`src/rtl/module_keypad_scanner_if.sv`:
```
// Key handshake bundle between the keypad scanner (master) and the key consumer (slave).
interface module_keypad_scanner_if;
    logic [3:0] key_code_o;
    logic       key_valid_o;
    logic       key_pressed_o;
    logic       overrun_o;
    logic       key_ack_i;

    modport master (
        output key_code_o,
        output key_valid_o,
        output key_pressed_o,
        output overrun_o,
        input  key_ack_i
    );

    modport slave (
        input  key_code_o,
        input  key_valid_o,
        input  key_pressed_o,
        input  overrun_o,
        output key_ack_i
    );
endinterface

```
`src/rtl/module_keypad_scanner.sv`:
```
// 4x4 keypad scanner: one-hot column drive, row synchronizer, press/release debounce,
// and a valid/ack handoff of the accepted key code with overrun detection.
module module_keypad_scanner #(
    parameter int DEBOUNCE_TICKS = 4
) (
    input  logic                           clk_10Mhz_i,
    input  logic                           reset_n_i,
    input  logic                           scan_tick_i,
    input  logic [3:0]                     row_i,
    output logic [3:0]                     col_o,
    module_keypad_scanner_if.master        key_if
);
    typedef enum logic [1:0] {
        SCAN,
        DEBOUNCE,
        HOLD
    } state_t;

    localparam logic [3:0] DT = 4'(DEBOUNCE_TICKS);

    state_t     state_q, state_d;
    logic [1:0] col_idx_q, col_idx_d;
    logic [1:0] row_idx_q, row_idx_d;
    logic [3:0] cnt_q, cnt_d;
    logic [3:0] col_q, col_d;
    logic [3:0] row_meta_q, row_s_q;
    logic [3:0] key_code_q, key_code_d;
    logic       key_valid_q, key_valid_d;
    logic       overrun_q, overrun_d;
    logic       accept;
    logic [1:0] row_lo;
    logic [3:0] cnt_inc;

    always_ff @(posedge clk_10Mhz_i or negedge reset_n_i) begin
        if (!reset_n_i) begin
            row_meta_q  <= 4'b1111;
            row_s_q     <= 4'b1111;
            state_q     <= SCAN;
            col_idx_q   <= 2'd0;
            row_idx_q   <= 2'd0;
            cnt_q       <= 4'd0;
            col_q       <= 4'b1110;
            key_code_q  <= 4'd0;
            key_valid_q <= 1'b0;
            overrun_q   <= 1'b0;
        end else begin
            row_meta_q  <= row_i;
            row_s_q     <= row_meta_q;
            state_q     <= state_d;
            col_idx_q   <= col_idx_d;
            row_idx_q   <= row_idx_d;
            cnt_q       <= cnt_d;
            col_q       <= col_d;
            key_code_q  <= key_code_d;
            key_valid_q <= key_valid_d;
            overrun_q   <= overrun_d;
        end
    end

    always_comb begin
        state_d   = state_q;
        col_idx_d = col_idx_q;
        row_idx_d = row_idx_q;
        cnt_d     = cnt_q;
        accept    = 1'b0;
        cnt_inc   = cnt_q + 4'd1;

        // Lowest active row wins when several rows are pulled low together.
        row_lo = 2'd0;
        for (int i = 3; i >= 0; i--) begin
            if (!row_s_q[i]) row_lo = 2'(i);
        end

        if (scan_tick_i) begin
            case (state_q)
                SCAN: begin
                    if (row_s_q == 4'b1111) begin
                        col_idx_d = col_idx_q + 2'd1;
                    end else begin
                        row_idx_d = row_lo;
                        if (DT == 4'd1) begin
                            accept  = 1'b1;
                            state_d = HOLD;
                            cnt_d   = 4'd0;
                        end else begin
                            cnt_d   = 4'd1;
                            state_d = DEBOUNCE;
                        end
                    end
                end
                DEBOUNCE: begin
                    if (!row_s_q[row_idx_q]) begin
                        cnt_d = cnt_inc;
                        if (cnt_inc == DT) begin
                            accept  = 1'b1;
                            state_d = HOLD;
                            cnt_d   = 4'd0;
                        end
                    end else begin
                        state_d   = SCAN;
                        cnt_d     = 4'd0;
                        col_idx_d = col_idx_q + 2'd1;
                    end
                end
                HOLD: begin
                    // cnt counts consecutive released ticks; any pressed tick restarts it.
                    if (row_s_q[row_idx_q]) begin
                        cnt_d = cnt_inc;
                        if (cnt_inc == DT) begin
                            state_d   = SCAN;
                            cnt_d     = 4'd0;
                            col_idx_d = col_idx_q + 2'd1;
                        end
                    end else begin
                        cnt_d = 4'd0;
                    end
                end
                default: begin
                    state_d = SCAN;
                    cnt_d   = 4'd0;
                end
            endcase
        end

        col_d = ~(4'b0001 << col_idx_d);

        // An accept outranks a same-cycle ack, so the new code is never lost.
        key_code_d  = accept ? {row_idx_d, col_idx_q} : key_code_q;
        key_valid_d = accept | (key_valid_q & ~key_if.key_ack_i);
        overrun_d   = accept & key_valid_q & ~key_if.key_ack_i;
    end

    assign col_o                = col_q;
    assign key_if.key_code_o    = key_code_q;
    assign key_if.key_valid_o   = key_valid_q;
    assign key_if.key_pressed_o = (state_q == HOLD);
    assign key_if.overrun_o     = overrun_q;
endmodule

```
`src/flat_wrapper.sv`:
```
// flat-port wrapper written by rule: the top's interface ports become plain ports
module module_keypad_scanner_flat 
#(
    parameter int DEBOUNCE_TICKS = 4
)
  (clk_10Mhz_i, reset_n_i, scan_tick_i, row_i, col_o, key_if_key_code_o, key_if_key_valid_o, key_if_key_pressed_o, key_if_overrun_o, key_if_key_ack_i);
  module_keypad_scanner_if key_if_i ();
  input  logic clk_10Mhz_i;
  input  logic reset_n_i;
  input  logic scan_tick_i;
  input  logic [3:0] row_i;
  output logic [3:0] col_o;
  output wire logic [$bits(key_if_i.key_code_o)-1:0] key_if_key_code_o;
  output wire logic [$bits(key_if_i.key_valid_o)-1:0] key_if_key_valid_o;
  output wire logic [$bits(key_if_i.key_pressed_o)-1:0] key_if_key_pressed_o;
  output wire logic [$bits(key_if_i.overrun_o)-1:0] key_if_overrun_o;
  input wire logic [$bits(key_if_i.key_ack_i)-1:0] key_if_key_ack_i;
  assign key_if_key_code_o = key_if_i.key_code_o;
  assign key_if_key_valid_o = key_if_i.key_valid_o;
  assign key_if_key_pressed_o = key_if_i.key_pressed_o;
  assign key_if_overrun_o = key_if_i.overrun_o;
  assign key_if_i.key_ack_i = key_if_key_ack_i;
  module_keypad_scanner #(.DEBOUNCE_TICKS(DEBOUNCE_TICKS)) u_core (.clk_10Mhz_i(clk_10Mhz_i), .reset_n_i(reset_n_i), .scan_tick_i(scan_tick_i), .row_i(row_i), .col_o(col_o), .key_if(key_if_i));
endmodule
```
`config.mk`:
```
export PLATFORM = sky130hd
export DESIGN_NAME = module_keypad_scanner_flat
export DESIGN_NICKNAME = d
export VERILOG_FILES = /design/src/rtl/module_keypad_scanner_if.sv /design/src/rtl/module_keypad_scanner.sv /design/src/flat_wrapper.sv
export SDC_FILE = /design/constraint.sdc
export NUM_CORES = 1
export LEC_CHECK = 0
export CORE_MARGIN = 10
export CORE_UTILIZATION = 30
export DETAILED_ROUTE_END_ITERATION = 7
export PLACE_DENSITY = 0.52
export RECOVER_POWER = 50
export SYNTH_ARGS = -nofsm -noshare
export SYNTH_HDL_FRONTEND = slang
export SYNTH_SLANG_ARGS = --single-unit
```
`constraint.sdc`:
```
create_clock -name clk_10Mhz_i -period 4.5 [get_ports clk_10Mhz_i]
set_clock_uncertainty 0.1 [all_clocks]
set_input_delay 0.9 -clock clk_10Mhz_i [delete_from_list [all_inputs] [get_ports clk_10Mhz_i]]
set_output_delay 0.9 -clock clk_10Mhz_i [all_outputs]
set_load 0.05 [all_outputs]
```
==> results of run 1 <==
worst max-delay path by stage:
stage / slack (ps) / from / to / cells after the start
floorplan: 2220 / u_core.state_q[0] / key_if_key_pressed_o / 2
global placement: 1700 / scan_tick_i / u_core.col_o[3] / 6
detailed placement: 1610 / scan_tick_i / u_core.col_o[1] / 6
CTS: 1610 / u_core.state_q[1] / key_if_key_pressed_o / 2
global route: 1500 / u_core.state_q[1] / key_if_key_pressed_o / 2
finish: 1640 / u_core.state_q[1] / key_if_key_pressed_o / 2
through the flow:
stage | util | instances | setup WS, ps | instance area [µm²]
2_1_floorplan | - | 101 | 2220 | 1197
3_3_place_gp | 0.3809 | 166 | 1698 | 1436
3_5_place_dp | 0.3809 | 166 | 1612 | 1436
4_1_cts | 0.3998 | 170 | 1613 | 1508
5_1_grt | 0.3985 | 170 | 1502 | 1503
6_report | 0.3985 | 170 | 1642 | 1503
flip-flops by register name, indices dropped and copies added (netlist names):
name                       count
u_core.cnt_q                   4
u_core.col_idx_q               2
u_core.col_o                   4
u_core.key_if.key_code_o       4
u_core.key_if.key_valid_o      1
u_core.key_if.overrun_o        1
u_core.row_idx_q               2
u_core.row_meta_q              4
u_core.row_s_q                 4
u_core.state_q                 2
cell type report:
cell class	count	area, µm²
fill	369	2268
sequential	28	714.4
multi-input combinational	68	457.9
timing repair buffer	19	187.7
tap	48	60.06
clock buffer	3	41.29
clock inverter	1	30.03
inverter	3	11.26
cells by family after synthesis:
| logic type | share of synthesized area |
|---|---|
| mux | 0.06478 |
| xor+xnor | 0.01463 |
| buf+inv | 0.01671 |
| fa+ha+maj | 0.02090 |
| compound gates | 0.1202 |
| flops | 0.5967 |
| simple gates | 0.1662 |
power groups by stage:
stage | clock network [mW] | logic [mW] | registers (mW)
final | 0.194 | 0.275 | 0.377
after global routing | 0.210 | 0.306 | 0.391
after CTS | 0.200 | 0.281 | 0.378
after detailed placement | 0 | 0.280 | 0.382
after global placement | 0 | 0.276 | 0.381
after floorplan | 0 | 0.162 | 0.421
metal layers:
metal | vias to the layer above | share of wire | routed length [µm]
met5 | - | 0 | 0
met4 | 0 | 0.0090 | 19
met3 | 2 | 0.066 | 140
met2 | 17 | 0.44 | 937
met1 | 375 | 0.48 | 1021
li1 | 400 | - | -
layout by cell type (no fill, tap or decap), types with 4 or more instances in the layout:
| master | instances |
|---|---|
| a21oi_1 | 6 |
| clkdlybuf4s50_1 | 12 |
| dfrtp_1 | 17 |
| dfstp_2 | 11 |
| dlygate4sd3_1 | 6 |
| mux2_2 | 4 |
| nand2_1 | 11 |
| nor2_1 | 5 |
| nor3_1 | 4 |
| o21ai_0 | 7 |
critical path, stage by stage, from the launching register on:
cell	delay [ps]
dfrtp_1	470
nor2b_1	270
clkdlybuf4s50_1	850
==> impl_metrics.csv, run 1 <==
group,metric,value,unit
hold_path,hold_start,"u_core.row_meta_q[2]",
die,start_util,0.3175,
global_routing,grt_usage,0.06696,
clock_tree,cts_setup_buffers,0,
routing,firstDrtPassIters,4,
synth,synth_edf_count,0,
timing,slew_headroom,0.3019,
final_layout,finalNetCount,133,
power,p_total,0.8462,mW
setup_path,worstRegToRegCells,5,
global_routing,grt_pass1_wl,3946,µm
timing,finalCritPeriodShare,0.6351,
timing,worstMarginPinSlew,1044,ps
run,cap_violations,0,
power,powerDensity,563.1,mW/mm²
hold_path,min_to,"u_core.row_s_q[2]",
routing,viasPerCell,4.671,
global_routing,grt_max_degree,25,
die,die_y,83.18,µm
final_layout,antenna_cells,0,
synth,yosysTopAreaCellShare,0.3553,
routing,vias,794,
global_routing,top_usage_layer,"met2",
placement,port_buffers,18,
power,switchingPower,0.2941,mW
synth,synth.most_common_cell,"dfrtp_1",
hold_path,min_path_type,"reg -> reg",
synth,synth_ff_type,"dfrtp_1",
power,p_int,0.5521,mW
setup_path,reg2reg_slack,1880,ps
setup_path,cp-end-kind,"primary output",
hold_path,min_path_cells,0,
setup_path,r2r-start,"u_core.cnt_q[0]",
setup_path,critPathKind,"reg -> out",
power,pwr-share-seq,0.446,
clock_tree,clkLatencyLatePin,270,ps
timing,report.final.slew_viol_count,0,
die,fp-row-count,22,
timing,fin_crit,2858,ps
clock_tree,cts_hold_buf,0,
global_routing,gr-total-overflow,0,
timing,rsz0062_at_grt,"no",
synth,syn_avg_cell_area,11.86,µm²
synth,synth-seq-area-share,0.5967,
global_routing,grt_use_met3,0.03320,
clock_tree,clkSinkCount,28,
routing,drc,0,
clock_tree,cts_tree,"done",
synth,yosysTopAreaCell,"dfrtp_1",
routing,drt_iter0_markers,60,
power,comb_power_share,0.325,
synth,async_reset_ff_frac,1.000,
routing,drt-total-wl,2119,µm
synth,ys_warn_count,0,
status,status,"completed",
power,p_clk_frac,0.229,
clock_tree,cts_buffers,3,
timing,fin_tns_setup,0,ps
clock_tree,cts_root_buffer,"clkbuf_8",
power,power_leakage,0.6500,nW
synth,synth_cell_type_count,36,
synth,synthTopCellsByArea,"dfrtp_1, dfstp_2, mux2_2",
synth,synth_nets,111,
clock_tree,clk_pin_slew,90,ps
setup_path,crit_fanout,8,
timing,hold_violations,0,
die,pin_count,19,
setup_path,start_kind,"register",
final_layout,area_delta_synth_final,25.50,%
global_routing,use_met2,0.1013,
setup_path,crit_arrival,1860,ps
synth,ys_ff_latch,28,
routing,routedWlPerCell,12.46,µm
die,die_area,0.006918,mm²
clock_tree,ctsHtreeMaxLevel,1,
routing,final_antenna_net_count,0,
power,p_sw_frac,0.3475,
timing,timing.hold.ws,260.6,ps
setup_path,critPathRequiredTime,3500,ps
final_layout,drive_gt1_frac,0.1885,
synth,syn-cell-area,0.001197,mm²
timing,setup-violations-final,0,
clock_tree,postCtsResizedCells,0,
global_routing,antenna_found_initial,0,
setup_path,regToRegEndpoint,"u_core.key_if.key_code_o[0]",
die,coreArea,0.003771,mm²
synth,yosys-top-cells-count,"dfrtp_1, dfstp_2, nand2_1",
placement,place.gp.congestion,0.7921,
die,dieWidth,83.18,µm
timing,timing.fmax,349.9,MHz
global_routing,grt_pass1_vias,869,
synth,synthCells,101,
placement,dp_hpwl,1594,µm
power,irDropWorstVdd,0.2230,mV
clock_tree,clockBufferDepth,2,
global_routing,globalRouteMet1Util,0.08286,
No activity file was read; power rests on OpenSTA's default activity.
==> inputs of run 2 (changes only) <==
- PLACE_DENSITY: 0.52 -> 0.53
- clock period: 4.5 -> 2.4 ns (I/O delays scaled with it)
==> impl_metrics.csv, run 2 (synthesis results as in run 1) <==
group,metric,value,unit
final_layout,drive_gt1_frac,0.2063,
setup_path,critPathKind,"reg -> out",
setup_path,path_cells,"clkdlybuf4s50_1",
setup_path,cp_num_cells,1,
power,powerDensity,998.8,mW/mm²
power,comb_power_share,0.353,
die,pin_count,19,
clock_tree,cts_hold_buf,0,
die,fp-row-count,22,
run,cap_violations,0,
final_layout,layout_common_cells,"dfrtp_1, clkdlybuf4s50_1, nand2_1, dfstp_2, o21ai_0",
clock_tree,clkSinkCount,28,
final_layout,stdcell_area,0.001501,mm²
hold_path,min_path_cells,0,
setup_path,r2r-start,"u_core.cnt_q[0]",
setup_path,cpLargestDelayFamily,"buffers and inverters",
routing,final_antenna_net_count,0,
global_routing,antenna_found_initial,0,
global_routing,grt_pass1_wl,3843,µm
die,dieWidth,83.18,µm
routing,drt_iter0_markers,35,
power,p_clk_frac,0.174,
timing,fin_ws,191.3,ps
status,status,"completed",
hold_path,hold_start,"u_core.row_meta_q[3]",
timing,timing.fmax,452.8,MHz
timing,worstMarginPinSlew,847.4,ps
die,die_area,0.006918,mm²
final_layout,multi_input_area,462.9,µm²
power,p_sw_frac,0.3744,
setup_path,worstPathBufferInverterCount,1,
power,pwr-share-seq,0.474,
global_routing,grt_usage,0.06870,
placement,place.gp.congestion,0.7240,
setup_path,crit_fanout,1,
die,start_util,0.3175,
setup_path,slowest_delay,810,ps
timing,fin_tns_setup,0,ps
final_layout,finalNetCount,137,
setup_path,start_kind,"register",
final_layout,area_delta_synth_final,25.39,%
timing,setup-violations-final,0,
routing,drc,0,
clock_tree,clkLatencyLatePin,280,ps
final_layout,final_util,0.3981,
routing,drt-total-wl,2302,µm
routing,routedWlPerCell,13.23,µm
clock_tree,cts_buffers,3,
power,switchingPower,0.5615,mW
routing,vias,809,
placement,dp_hpwl,1766,µm
clock_tree,postCtsResizedCells,0,
die,die_y,83.18,µm
power,p_int,0.9381,mW
hold_path,min_path_type,"reg -> reg",
placement,place_area,0.001464,mm²
clock_tree,ctsHtreeMaxLevel,1,
timing,slew_headroom,0.4350,
timing,finalCritPeriodShare,0.9203,
power,power_leakage,0.6558,nW
clock_tree,clockBufferDepth,2,
timing,fin_crit,2209,ps
clock_tree,cts_root_buffer,"clkbuf_8",
placement,dp_slack,231.0,ps
setup_path,critPathRequiredTime,1820,ps
final_layout,antenna_cells,0,
placement,port_buffers,18,
clock_tree,cts_setup_buffers,0,
timing,report.final.slew_viol_count,0,
final_layout,ff_latch_area,714.4,µm²
setup_path,cp-end-kind,"primary output",
clock_tree,clk_pin_slew,90,ps
global_routing,grt_pass1_vias,801,
global_routing,gr-total-overflow,0,
timing,rsz0062_at_grt,"no",
global_routing,grt_max_degree,17,
power,irDropWorstVdd,0.3276,mV
setup_path,startpoint,"u_core.col_o[2]",
die,coreArea,0.003771,mm²
setup_path,critical_path.slowest_cell,"clkdlybuf4s50_1",
routing,firstDrtPassIters,4,
timing,hold_violations,0,
routing,viasPerCell,4.649,
setup_path,worstRegToRegCells,5,
final_layout,final_common_cell,"dfrtp_1",
final_layout,nFillCells,374,
clock_tree,cts_tree,"done",
setup_path,crit_arrival,1630,ps
==> run 2: metrics by stage <==
stage / std cells / power [mW] / hold slack, ps
after global routing: 174 / 1.608 / 262.7
final: 174 / 1.500 / 257.8
after detailed placement: 170 / 1.261 / 246.8
after global placement: 170 / 1.243 / 246.6
after floorplan: 101 / 1.093 / 84.41
after CTS: 174 / 1.531 / 259.7
==> run 2: layout make-up <==
| cell class | instances | area share |
|---|---|---|
| flip-flops and latches | 28 | 0.4758 |
| multi-input cells | 68 | 0.3083 |
| repair buffers | 23 | 0.1383 |
| well taps | 48 | 0.04000 |
| clock buffers | 4 | 0.03000 |
| inverters | 3 | 0.007500 |
==> run 2: per-layer routing <==
layer | global-route usage | routed length [µm]
met5 | 0 | 0
met4 | 0.05077 | 66
met3 | 0.02637 | 139
met2 | 0.09777 | 1052
met1 | 0.08148 | 1044
==> run 2: worst register-to-register path, delay by kind of cell (launching register included) <==
family                   cells  cell delay [ps]
flip-flops                   1              460
AO/OA/AOI/OAI                1              290
AND/OR/NAND/NOR              2              530
adder cells (fa/ha/maj)      1              280
multiplexers                 1              380
==> run 2: final timing paths <==
path | to | slack (ps)
max in group asynchronous | u_core.state_q[0] | 930
min in group asynchronous | u_core.col_o[0] | 670
min | u_core.row_s_q[3] | 260
max | col_o[2] | 190
max reg2reg | u_core.key_if.key_code_o[3] | 260
min reg2reg | u_core.row_s_q[3] | 260
==> run 2: power groups by stage <==
stage          sequential, mW  combinational, mW  clock, mW
2_1_floorplan           0.789              0.304          0
3_3_place_gp            0.714              0.529          0
3_5_place_dp            0.721              0.539          0
4_1_cts                 0.714              0.542      0.275
5_1_grt                 0.733              0.577      0.298
6_report                0.711              0.529      0.260
